$ cat config.mk
export PLATFORM = sky130hd
export DESIGN_NAME = uart_rx_fifo
export DESIGN_NICKNAME = d
export VERILOG_FILES = /design/src/rtl/uart_rx_fifo.sv
export SDC_FILE = /design/constraint.sdc
export NUM_CORES = 1
export LEC_CHECK = 0
export CAP_MARGIN = 20
export CORE_MARGIN = 2
export CORE_UTILIZATION = 60
export DETAILED_ROUTE_END_ITERATION = 10
export PLACE_DENSITY = 0.79
export RECOVER_POWER = 25
export SLEW_MARGIN = 20
export SYNTH_ARGS = -nofsm -noshare
export SYNTH_HDL_FRONTEND = slang
export SYNTH_SLANG_ARGS = --single-unit
$ cat constraint.sdc
create_clock -name clk -period 3.12 [get_ports clk]
set_input_delay 0.468 -clock clk [delete_from_list [all_inputs] [get_ports clk]]
set_output_delay 0.468 -clock clk [all_outputs]
set_load 0.05 [all_outputs]
$ cat src/rtl/uart_rx_fifo.sv
// ---------------------------------------------------------------------------
// uart_rx_fifo
//
// Receive-side byte buffer between the UART receiver and the CM configuration
// module. Received bytes are queued in order and the oldest byte is presented
// first-word-fall-through: RXD_Data is valid whenever Empty is low, and CM
// consumes it by pulsing Rd_En.
//
// Handshake semantics (both sides):
//   - Write side: RX_Valid is a one-cycle strobe with no back-pressure. The
//     byte is stored if the queue is not full, or if a pop is accepted in
//     the same cycle. Otherwise the byte is dropped and Overflow becomes
//     sticky-high.
//   - Read side: Empty acts as the inverse of "valid". A pop is accepted only
//     when Rd_En=1 and Empty=0. Rd_En while Empty has no effect.
//
// Ports:
//   clk          in   system clock, rising edge
//   rst_n        in   asynchronous active-low reset
//   RX_Data      in   byte from UART receiver
//   RX_Valid     in   strobe: RX_Data holds a new byte this cycle
//   Rd_En        in   pop request from CM
//   Overflow_Clr in   clears the sticky Overflow flag
//   RXD_Data     out  head-of-queue byte, zero while Empty
//   Empty        out  queue holds no bytes
//   Full         out  queue holds FIFO_DEPTH bytes
//   Count        out  number of stored bytes, 0..FIFO_DEPTH
//   Overflow     out  sticky: a byte was dropped because the queue was full
// ---------------------------------------------------------------------------
module uart_rx_fifo #(
    parameter int UART_DATA_WIDTH = 8,
    parameter int FIFO_DEPTH      = 16,
    parameter int ADDR_WIDTH      = 4
) (
    input  logic                       clk,
    input  logic                       rst_n,
    input  logic [UART_DATA_WIDTH-1:0] RX_Data,
    input  logic                       RX_Valid,
    input  logic                       Rd_En,
    input  logic                       Overflow_Clr,
    output logic [UART_DATA_WIDTH-1:0] RXD_Data,
    output logic                       Empty,
    output logic                       Full,
    output logic [ADDR_WIDTH:0]        Count,
    output logic                       Overflow
);

    localparam logic [ADDR_WIDTH:0]   DEPTH_CNT = (ADDR_WIDTH+1)'(FIFO_DEPTH);
    localparam logic [ADDR_WIDTH:0]   CNT_ONE   = (ADDR_WIDTH+1)'(1);
    localparam logic [ADDR_WIDTH-1:0] PTR_ONE   = ADDR_WIDTH'(1);

    // Storage array. Not reset: contents are never visible while Empty.
    logic [UART_DATA_WIDTH-1:0] mem [FIFO_DEPTH];

    logic [ADDR_WIDTH-1:0] wr_ptr;
    logic [ADDR_WIDTH-1:0] rd_ptr;
    logic [ADDR_WIDTH:0]   count_q;
    logic                  overflow_q;

    logic rd_accept;
    logic wr_accept;
    logic drop_event;

    // Flags derive only from the registered count, so there is no path from
    // any input to Empty/Full.
    assign Empty = (count_q == '0);
    assign Full  = (count_q == DEPTH_CNT);

    // A pop in the same cycle frees a slot, so a full queue can still accept
    // a write. An empty queue cannot pop, so a simultaneous read is ignored.
    assign rd_accept  = Rd_En & ~Empty;
    assign wr_accept  = RX_Valid & (~Full | rd_accept);
    assign drop_event = RX_Valid & Full & ~rd_accept;

    // Byte storage.
    always_ff @(posedge clk) begin
        if (wr_accept) begin
            mem[wr_ptr] <= RX_Data;
        end
    end

    // Pointers wrap naturally at FIFO_DEPTH (power of two).
    always_ff @(posedge clk or negedge rst_n) begin
        if (!rst_n) begin
            wr_ptr <= '0;
        end else if (wr_accept) begin
            wr_ptr <= wr_ptr + PTR_ONE;
        end
    end

    always_ff @(posedge clk or negedge rst_n) begin
        if (!rst_n) begin
            rd_ptr <= '0;
        end else if (rd_accept) begin
            rd_ptr <= rd_ptr + PTR_ONE;
        end
    end

    // Fill count: unchanged when a write and a read coincide.
    always_ff @(posedge clk or negedge rst_n) begin
        if (!rst_n) begin
            count_q <= '0;
        end else begin
            case ({wr_accept, rd_accept})
                2'b10:   count_q <= count_q + CNT_ONE;
                2'b01:   count_q <= count_q - CNT_ONE;
                default: count_q <= count_q;
            endcase
        end
    end

    // Sticky overflow. A drop in the same cycle as a clear wins, so no event
    // is ever lost.
    always_ff @(posedge clk or negedge rst_n) begin
        if (!rst_n) begin
            overflow_q <= 1'b0;
        end else if (drop_event) begin
            overflow_q <= 1'b1;
        end else if (Overflow_Clr) begin
            overflow_q <= 1'b0;
        end
    end

    assign Count    = count_q;
    assign Overflow = overflow_q;

    // FWFT head: a mux driven from registers only, forced to zero while
    // Empty so stale memory contents never leak out.
    assign RXD_Data = Empty ? '0 : mem[rd_ptr];

endmodule
# Word level (Yosys, flattened, before mapping)
# Memories as Yosys holds them, arrays and structs flattened.
# Index checks and enable logic that the tools add are counted.
totals:
  reg_bits: 14
  ramBits: 128
  in_bits: 13
  out_inout_bits: 16
  elab_cells: 29
  mem_count: 1
memory_table:
  columns: ["memory", "words", "width", "read_ports", "rd_ports_with_merged_regs", "wr", "line", "text"]
  rows:
  - ["mem", 16, 8, 1, 0, 1, "53", "logic [UART_DATA_WIDTH-1:0] mem [FIFO_DEPTH];"]
classes:
  add_sub_neg: 4
  n_eq_ne: 3
  mux: 6
  n_bitwise: 8
  n_reduce_logical: 3
op_table:
  columns: ["op", "n"]
  rows:
  - ["one-hot mux 5 bit (2 select lines)", 1]
  - ["adder 4 x 1 -> 4 bit (second input constant)", 2]
  - ["two-way mux 8 bit", 1]
  - ["adder 5 x 1 -> 5 bit (second input constant)", 1]
  - ["== test 5 bit (second input constant)", 1]
  - ["logical NOT 5 bit", 1]
  - ["subtractor 5 x 1 -> 5 bit (second input constant)", 1]
  - ["AND 1 bit", 4]
  - ["two-way mux 1 bit", 4]
  - ["nonzero test 2 bit", 2]
  - ["inverter 1 bit", 3]
  - ["== test 2 x 1 -> 1 bit (second input constant)", 1]
  - ["== test 2 bit (second input constant)", 1]
  - ["OR 1 bit", 1]

# Logic depth before layout (Yosys ltp)
# Gate-level depths: netlist (run 1).
depth:
  depth_word: 7
  depth_mapped: 9

# Worst setup path after synthesis (run 1)
# Ideal clock, no wire load.
synth_timing:
  path_kind: "flip-flop to output port"
  startpoint: "register count_q[1] (netlist: Count[1])"
  endpoint: "output RXD_Data[0]"
  t_arrival_ns: 2.767
  t_required_ns: 2.652
  setup_slack_ns: -0.115
  path_stages_with_launch: 5
  path_cell_list: "dfrtp_1 -> buf_6 -> or4_4 -> nor2_1 -> a211oi_1"
synth_between:
  elab_chain_cells: 2
synth_rtl:
  columns: ["element", "line", "text"]
  rows:
  - ["start: declaration", "57", "logic [ADDR_WIDTH:0] count_q;"]
  - ["start signal: assignment", "105", "2'b10: count_q <= count_q + CNT_ONE;"]
  - ["start signal: assignment", "106", "2'b01: count_q <= count_q - CNT_ONE;"]
  - ["start signal: assignment", "107", "default: count_q <= count_q;"]
  - ["logical NOT 5 bit", "66", "assign Empty = (count_q == '0);"]
  - ["named net Empty", "42", "output logic Empty,"]
  - ["two-way mux 8 bit", "129", "assign RXD_Data = Empty ? '0 : mem[rd_ptr];"]
  - ["end: declaration", "41", "output logic [UART_DATA_WIDTH-1:0] RXD_Data,"]
# The timed path passes the listed nets, and every way through them passes these cells.

# Worst setup path after layout (run 1)
layout_timing:
  startpoint: "register count_q[1] (netlist: Count[1])"
  endpoint: "output Full"
layout_between:
  elab_chain_cells: 1
layout_rtl:
  columns: ["element", "line", "text"]
  rows:
  - ["== test 5 bit", "67", "assign Full = (count_q == DEPTH_CNT);"]
  - ["end: declaration", "43", "output logic Full,"]
# Every way passes these cells.

==> results.md, run 1 <==
Run status:
- The run finished with clean final reports.

Worst setup path:
- Data on the critical path is required at its endpoint by between 2000 and 3000 ps.
- The sort of element at the end of the critical path is a primary output.
- The critical path class is reg -> out.
- The largest fanout on the critical path is 9.
- Data on the critical path arrives at its endpoint at between 2000 and 3000 ps.
- STA classifies the critical path startpoint as a register.

Clocking:
- The largest buffer count on any clock path is 2.
- The clock latency reported for the late side of the worst-skew pair is about 520 ps.
- Clock-pin slew was measured on the worst setup and hold paths at roughly 60 ps.
- The library cell used as clock root buffer is sky130_fd_sc_hd__clkbuf_8.
- Buffers inserted during clock tree synthesis total 17.
- For this design, the sink count on the clock tree is 142.
- The TritonCTS clock tree is built.
- The number of levels in the clock H-tree is 4.

Flow run:
- The reported max-cap violation count is 0.

Die:
- The die height is about 100 um.
- The initial utilization of the core area, before any placement, comes to 0.610.
- The overall die width is 103 um.
- The top-level port count is 29.
- The region available for standard cell placement spans a little under 10000 um2.
- The die covers between 10000 and 15000 um2.
- Row generation in the floorplan step produced 36 rows.

Global routing:
- The first-pass GRT wire length is around 17000 um.
- The via count of the first global-routing pass is between 3k and 4k.
- The initial antenna violation count is 1.
- Entering global routing, the biggest net connects 33 pins.
- For this run, the total global-route usage over all layers was measured as 0.239.
- After global routing the overflow that remains totals 0.

Logic synthesis:
- The netlist area before placement is around 6000 um2.
- After synthesis, the netlist uses 45 different library cells.
- The register bit count reported by yosys is between 100 and 150.
- The primary flip-flop cell chosen by synthesis mapping is sky130_fd_sc_hd__edfxtp_1.
- Yosys mapped a number of flops with a built-in enable equal to 128.
- The yosys synthesis warning count is 0.
- The cell count after synthesis is 310.
- A synthesized cell averages 19.0 um2.
- The sequential-to-total area share from yosys stat is 0.710.
- Synthesis produced a netlist with a net count of between 300 and 400.
- The async set-reset flop share out of synthesis is 0.0986.

Placement:
- The count of buffers from port buffering is 28.
- The instance area after placement is approximately 6500 um2.
- The final weighted congestion in routability-driven placement is 0.824.
- The wire-length estimate of the detail-placed layout is 7120 um.

Timing:
- Setup repair after global routing left no endpoint under its margin.
- Setup violations remaining at the end of the flow were counted as 0.
- The number of endpoints with negative hold slack in the final report is 0.
- The count of pins over their slew limit is 0.
- The worst slew margin relative to its limit is 0.462.
- For the pin with the worst max-slew slack, the measured transition is ~800 ps.
- Dividing the final minimum period by the clock period gives 0.979.
- Static timing analysis puts the maximum clock frequency at 328 MHz.
- Across the routed clock network, the largest skew measured is around 6 ps.
- The accumulated negative setup slack is 0 ps.
- The final period demand of the worst path is a little over 3000 ps.

Layout:
- After filler insertion, the fill cell instance count of the layout stands at ~550.
- The relative area change from synthesis to final layout is 19.1%.
- Of the cells placed in the final design, the portion with a size suffix greater than 1 is 0.282.
- Registers take 4200 um2.
- For this run, the share of the core covered by cells in the final layout is 0.726.
- The cell area after layout is 7030 um2.
- The multi-input combinational cells in the finished layout cover a total of about 1600 um2.
- The number of nets in the finished design is ~380.

Route:
- The first detailed-routing pass took 4 iterations.
- The violation count after the first detailed-routing iteration is 212.
- After detailed routing, the number of vias per cell comes to approximately 6.0.
- The routed length per placed instance is around 23 um.
- The detail route stage leaves a number of antenna-violating nets equal to 0.
- Across all layers, the routed design uses around 3k vias.
- For this run, design rule violations remaining after detail routing come to 0.
- Summed over all layers, the routed wires come to between 10000 and 15000 um.

Worst hold path:
- The worst min-delay path category is in -> async.

Pwr:
- The maximum vdd ir drop is slightly below 0.6 mV.
- The ratio of total power to cell area is slightly above 1000 nW/um2.
- Summed over all cells, the static leakage comes to 2.37 nW.
- After layout, the design draws a total of ~7.2 mW.
-- Yosys cell counts (2+ instances only) --
cell,number,area [um2]
sky130_fd_sc_hd__and2_1,8,50.1
sky130_fd_sc_hd__dfrtp_1,14,350
sky130_fd_sc_hd__xor2_1,4,35.0
sky130_fd_sc_hd__edfxtp_1,128,3840
sky130_fd_sc_hd__nor2b_1,10,62.6
sky130_fd_sc_hd__buf_1,2,7.51
sky130_fd_sc_hd__nor3b_1,2,15.0
sky130_fd_sc_hd__a21oi_1,2,10.0
sky130_fd_sc_hd__clkbuf_1,4,15.0
sky130_fd_sc_hd__xnor2_1,5,43.8
sky130_fd_sc_hd__a211oi_1,16,120
sky130_fd_sc_hd__nor4_1,4,25.0
sky130_fd_sc_hd__inv_1,9,33.8
sky130_fd_sc_hd__o21ai_0,2,10.0
sky130_fd_sc_hd__nand2_1,4,15.0
sky130_fd_sc_hd__o31a_2,2,20.0
sky130_fd_sc_hd__buf_2,7,35.0
sky130_fd_sc_hd__or3_1,2,12.5
sky130_fd_sc_hd__ha_1,7,87.6
sky130_fd_sc_hd__mux2i_1,9,90.1
sky130_fd_sc_hd__nor2_1,10,37.5
sky130_fd_sc_hd__o211ai_1,2,15.0
sky130_fd_sc_hd__mux4_2,32,721
sky130_fd_sc_hd__nand3_1,2,10.0
sky130_fd_sc_hd__nand2b_1,3,18.8
-- registers in the layout, summed over array words and instances (netlist names) --
name,count
rd_ptr,4
mem,128
Count,5
Overflow,1
wr_ptr,4
-- report_power, final --
group | internal, mW | switching (mW) | total [mW]
clock | 1.12 | 0.720 | 1.84
sequential | 2.33 | 0.259 | 2.59
combinational | 1.30 | 1.50 | 2.80
-- per-stage QoR --
step	cells	hold WS, ps	worst slack [ps]
2_1_floorplan	310	172	191
3_3_place_gp	469	488	544
3_5_place_dp	469	510	455
4_1_cts	502	363	38.1
5_1_grt	503	486	10.9
6_report	503	424	66.6
-- repair_timing --
item | in CTS | in global routing
gates resized for setup | 0 | 0
setup endpoints to repair | 4 | 0
buffers inserted | 2 | 0
hold buffers | 0 | 0
-- worst paths after layout --
kind	startpoint	end	slack [ps]	cells past startpoint
max	Count[1]$_DFFE_PN0P_	Full	70	3
min	rst_n	Overflow$_DFFE_PN0P_	420	1
max reg2reg	Count[1]$_DFFE_PN0P_	Count[4]$_DFFE_PN0P_	520	8
min reg2reg	Overflow$_DFFE_PN0P_	Overflow$_DFFE_PN0P_	520	1
max in group asynchronous	rst_n	rd_ptr[1]$_DFFE_PN0N_	2230	1
min in group clk	Overflow$_DFFE_PN0P_	Overflow$_DFFE_PN0P_	520	1
-- critical path, stage by stage (launching register included) --
cell and delay (ps):
sky130_fd_sc_hd__dfrtp_1 490, sky130_fd_sc_hd__or4_4 610, sky130_fd_sc_hd__nor2_1 140, sky130_fd_sc_hd__clkdlybuf4s50_1 820
-- cells by family (layout without fill, tap and decap cells) --
family	count (synthesis)	count (layout)	share of synthesized area
DFF	142	142	0.710
and+or+nand+nor	51	51	0.0517
muxes	43	43	0.142
AOI/OAI and AO/OA	32	32	0.0430
buffers and inverters	26	85	0.0250
xor gates and xnor gates	9	9	0.0133
adders and majority gates	7	7	0.0148
other	0	1	0
-- area by class of cell --
class,instances,share of cell area
multi-input cells,142,0.226
inverters,9,0.00481
flip-flops and latches,142,0.597
clock inverters,12,0.0174
repair buffers,45,0.0708
clock buffers,19,0.0600
well taps,133,0.0237
diodes,1,0.000356
-- metal layers --
layer / vias to the layer above / share of wire / GRT usage
met3: 21 / 0.079 / 0.0659
met5: - / 0 / 0
met4: 0 / 0.024 / 0.113
met1: 1521 / 0.39 / 0.310
met2: 127 / 0.51 / 0.381
li1: 1346 / - / -
-- cells in the final DEF (no fill, tap or decap), types with 3 or more instances in the layout --
| cell type | instances |
|---|---|
| sky130_fd_sc_hd__nor2_1 | 9 |
| sky130_fd_sc_hd__buf_12 | 9 |
| sky130_fd_sc_hd__mux4_2 | 32 |
| sky130_fd_sc_hd__ha_1 | 7 |
| sky130_fd_sc_hd__nor2b_1 | 10 |
| sky130_fd_sc_hd__xnor2_1 | 5 |
| sky130_fd_sc_hd__dfrtp_1 | 13 |
| sky130_fd_sc_hd__and2_1 | 8 |
| sky130_fd_sc_hd__clkdlybuf4s50_1 | 14 |
| sky130_fd_sc_hd__nand2b_1 | 3 |
| sky130_fd_sc_hd__dlygate4sd3_1 | 5 |
| sky130_fd_sc_hd__nor4_2 | 4 |
| sky130_fd_sc_hd__clkinv_4 | 3 |
| sky130_fd_sc_hd__edfxtp_1 | 128 |
| sky130_fd_sc_hd__nand2_1 | 4 |
| sky130_fd_sc_hd__inv_1 | 9 |
| sky130_fd_sc_hd__clkbuf_16 | 16 |
| sky130_fd_sc_hd__a211oi_1 | 16 |
| sky130_fd_sc_hd__clkinv_2 | 5 |
| sky130_fd_sc_hd__xor2_1 | 4 |
| sky130_fd_sc_hd__buf_4 | 17 |
| sky130_fd_sc_hd__mux2i_1 | 9 |
No activity file was read; power rests on OpenSTA's default activity.
==> run 2, diff against run 1 <==
CORE_MARGIN = 3   (was 2)
==> run 2 against run 1 <==
Against the previous run: sequential share of layout area fell by 0.98 points; combinational power is 2% higher; core utilization increased by 3.4 points; non-clock buffer count grew 3; total power up 4.6%; maximum frequency is 1.1% lower; routed wire length grew 0.75%; clock power is 13% higher; final cell count fell by 0.20%; clock skew rose by 1.6 ps; final area up 1.7%; sequential power grew 2%; largest cell class unchanged; largest power group unchanged.
==> results.md, run 2 (synthesis results as in run 1) <==
Route:
- The top layer reached by signal wires is met4.
- After detailed routing, the met2 layer carries 6100 um of wire.
- The wire length on met3 is approximately 730 um.
- In the final routing, the length of wire on met1 measures ~4600 um.
- Once detail routing completed, the nets flagged for antenna violations numbered 0.
- The number of design rule violations left after detail routing is 0.
- The first-pass iteration count of the detailed router is 4.
- The average via count per standard cell is ~6.1.
- For this block, the initial DRC count from the detailed router was 222.
- The total via count in the routed design is about 3.1k.
- For this block, the routed nets add up to between 10000 and 15000 um of wire.
- After detailed routing, the average wire length per cell comes to 23.5 um.

Layout:
- In the layout the commonest cells are sky130_fd_sc_hd__edfxtp_1 (128), sky130_fd_sc_hd__mux4_2 (32), sky130_fd_sc_hd__buf_4 (18).
- The library cell used most frequently in the layout, excluding fill and tap cells, is sky130_fd_sc_hd__edfxtp_1.
- The register with the most flip-flops in the layout has between 100 and 150 of them.
- The ratio of cells with drive above 1 in the final layout is 0.300.
- At the end of the flow the core is filled with cells to 0.760.
- The number of nets in the finished design is 380.
- The count of placed standard cells in the final layout, fillers left out is about 500.
- The number of antenna diodes is 0.
- mem holds more flip-flops than any other register.
- The relative area change from synthesis to final layout is 21.1%.

Die:
- In this run the standard cell core region covers about 9400 um2.
- For this configuration, the core starts out at a cell density of 0.627.
- The floorplan has 35 rows.
- The top-level port count is 29.
- The die covers ~11000 um2.
- The die is about 110 um wide.
- The die is approximately 110 um tall.

Worst setup path:
- Data on the critical path arrives at its endpoint at 2620 ps.
- Tracing the worst setup path back leads to its startpoint at rd_ptr[1]$_DFFE_PN0N_.
- The launching point of the worst reg2reg path is Count[1]$_DFFE_PN0P_.
- The largest fanout on the critical path is 15.
- The path depth of the worst reg2reg path is 8.
- The critical path class is reg -> out.
- STA classifies the critical path startpoint as a register.
- The worst setup path is captured at a primary output.
- Data on the critical path is required at its endpoint by approximately 2700 ps.

Timing:
- The number of endpoints with negative hold slack in the final report is 0.
- The count of pins over their slew limit is 0.
- The final setup skew is approximately 7.5 ps.
- The worst slew margin relative to its limit is 0.362.
- The final period demand of the worst path is just over 3000 ps.
- Setup repair after global routing could not meet its margin everywhere.
- Dividing the final minimum period by the clock period gives 0.989.
- The measured slew at the worst slew-check pin is 957 ps.
- The maximum operating frequency is ~320 MHz.
- The setup-violating endpoint count in the final report is 0.

Clocking:
- The number of levels in the clock H-tree is 4.
- TritonCTS built the clock tree.
- The number of buffers added to fix hold violations after cts is 0.
- The cell sitting at the root of the clock tree is a sky130_fd_sc_hd__clkbuf_8.
- The clock buffer count from CTS is 17.
- The clock latency reported for the late side of the worst-skew pair is 530 ps.
- The largest buffer count on any clock path is 2.
- After clock tree synthesis, the clock-pin slew on the worst setup and hold paths is roughly 60 ps.
- The clock drives between 100 and 150 sinks.

Placement:
- The final weighted congestion in routability-driven placement is 0.756.
- Buffers placed on the I/O ports in this run total 28.
- The cell total after placement is around 470.
- The wire-length estimate of the detail-placed layout is 7170 um.

Pwr:
- In this run the power density over the cells is between 1000 and 1500 nW/um2.
- The analysis attributes to cell leakage a power of 2.44 nW.
- Total power for the finished layout comes to about 7.6 mW.
- The maximum vdd ir drop is about 0.57 mV.

Global routing:
- Entering global routing, the biggest net connects 36 pins.
- The global-route usage over all layers is 0.238.
- The via count of the first global-routing pass was between 3k and 4k.
- The remaining global-route overflow is 0.
- The first global-routing pass estimated between 15000 and 20000 um of wire.
- The initial antenna violation count is 0.

Worst hold path:
- The tightest min-delay check is of the in -> async type.

Run status:
- The flow ran to the end, and the final reports show no timing, DRC or antenna violations.

Flow run:
- The tool flagged a number of max-cap violations equal to 0.
## run 2: cell type report
type | instances | area, um2
timing repair buffer | 48 | 548
inverter | 9 | 33.8
tap | 129 | 161
fill | 520 | 2260
sequential | 142 | 4200
multi-input combinational | 142 | 1600
clock inverter | 15 | 201
clock buffer | 17 | 414
## run 2: stage by stage
step / TNS, ps / instance area (um2) / hold slack (ps) / setup WS (ps)
after CTS: 0 / 7110 / 353 / 10.7
after detailed placement: 0 / 6460 / 496 / 438
after global placement: 0 / 6460 / 482 / 449
after global routing: -30.3 / 7150 / 454 / -15.9
final: 0 / 7150 / 438 / 33.2
after floorplan: 0 / 5910 / 172 / 191
## run 2: path summary, 6_finish.rpt
check / to / slack, ps
min in group clk: Overflow$_DFFE_PN0P_ / 510
setup / recovery: RXD_Data[6] / 30
hold reg to reg: Overflow$_DFFE_PN0P_ / 510
hold / removal: Count[0]$_DFFE_PN0P_ / 440
setup reg to reg: Count[4]$_DFFE_PN0P_ / 450
max in group asynchronous: rd_ptr[1]$_DFFE_PN0N_ / 2160
## run 2: repair_timing
action / CTS / global route
setup endpoints to repair: 8 / 7
cloned: 0 / 0
resized for setup: 1 / 7
buffers inserted: 4 / 1
## run 2: critical path: stages, from the launching register on
cell and delay, ps:
sky130_fd_sc_hd__dfrtp_4 590, sky130_fd_sc_hd__mux4_2 520, sky130_fd_sc_hd__nor2b_1 150, sky130_fd_sc_hd__a211oi_1 430, sky130_fd_sc_hd__a211oi_1 160, sky130_fd_sc_hd__buf_12 230
## run 2: layer usage
layer	up-vias	global-route usage
li1	1353	-
met1	1577	0.311
met2	107	0.378
met3	25	0.0716
met4	0	0.0947
met5	-	0
## run 2: power by group
part | leakage, nW | switching [mW] | internal (mW)
Clock | 0.291 | 0.832 | 1.25
Sequential | 1.32 | 0.300 | 2.33
Combinational | 0.827 | 1.49 | 1.36
Total | 2.44 | 2.63 | 4.94
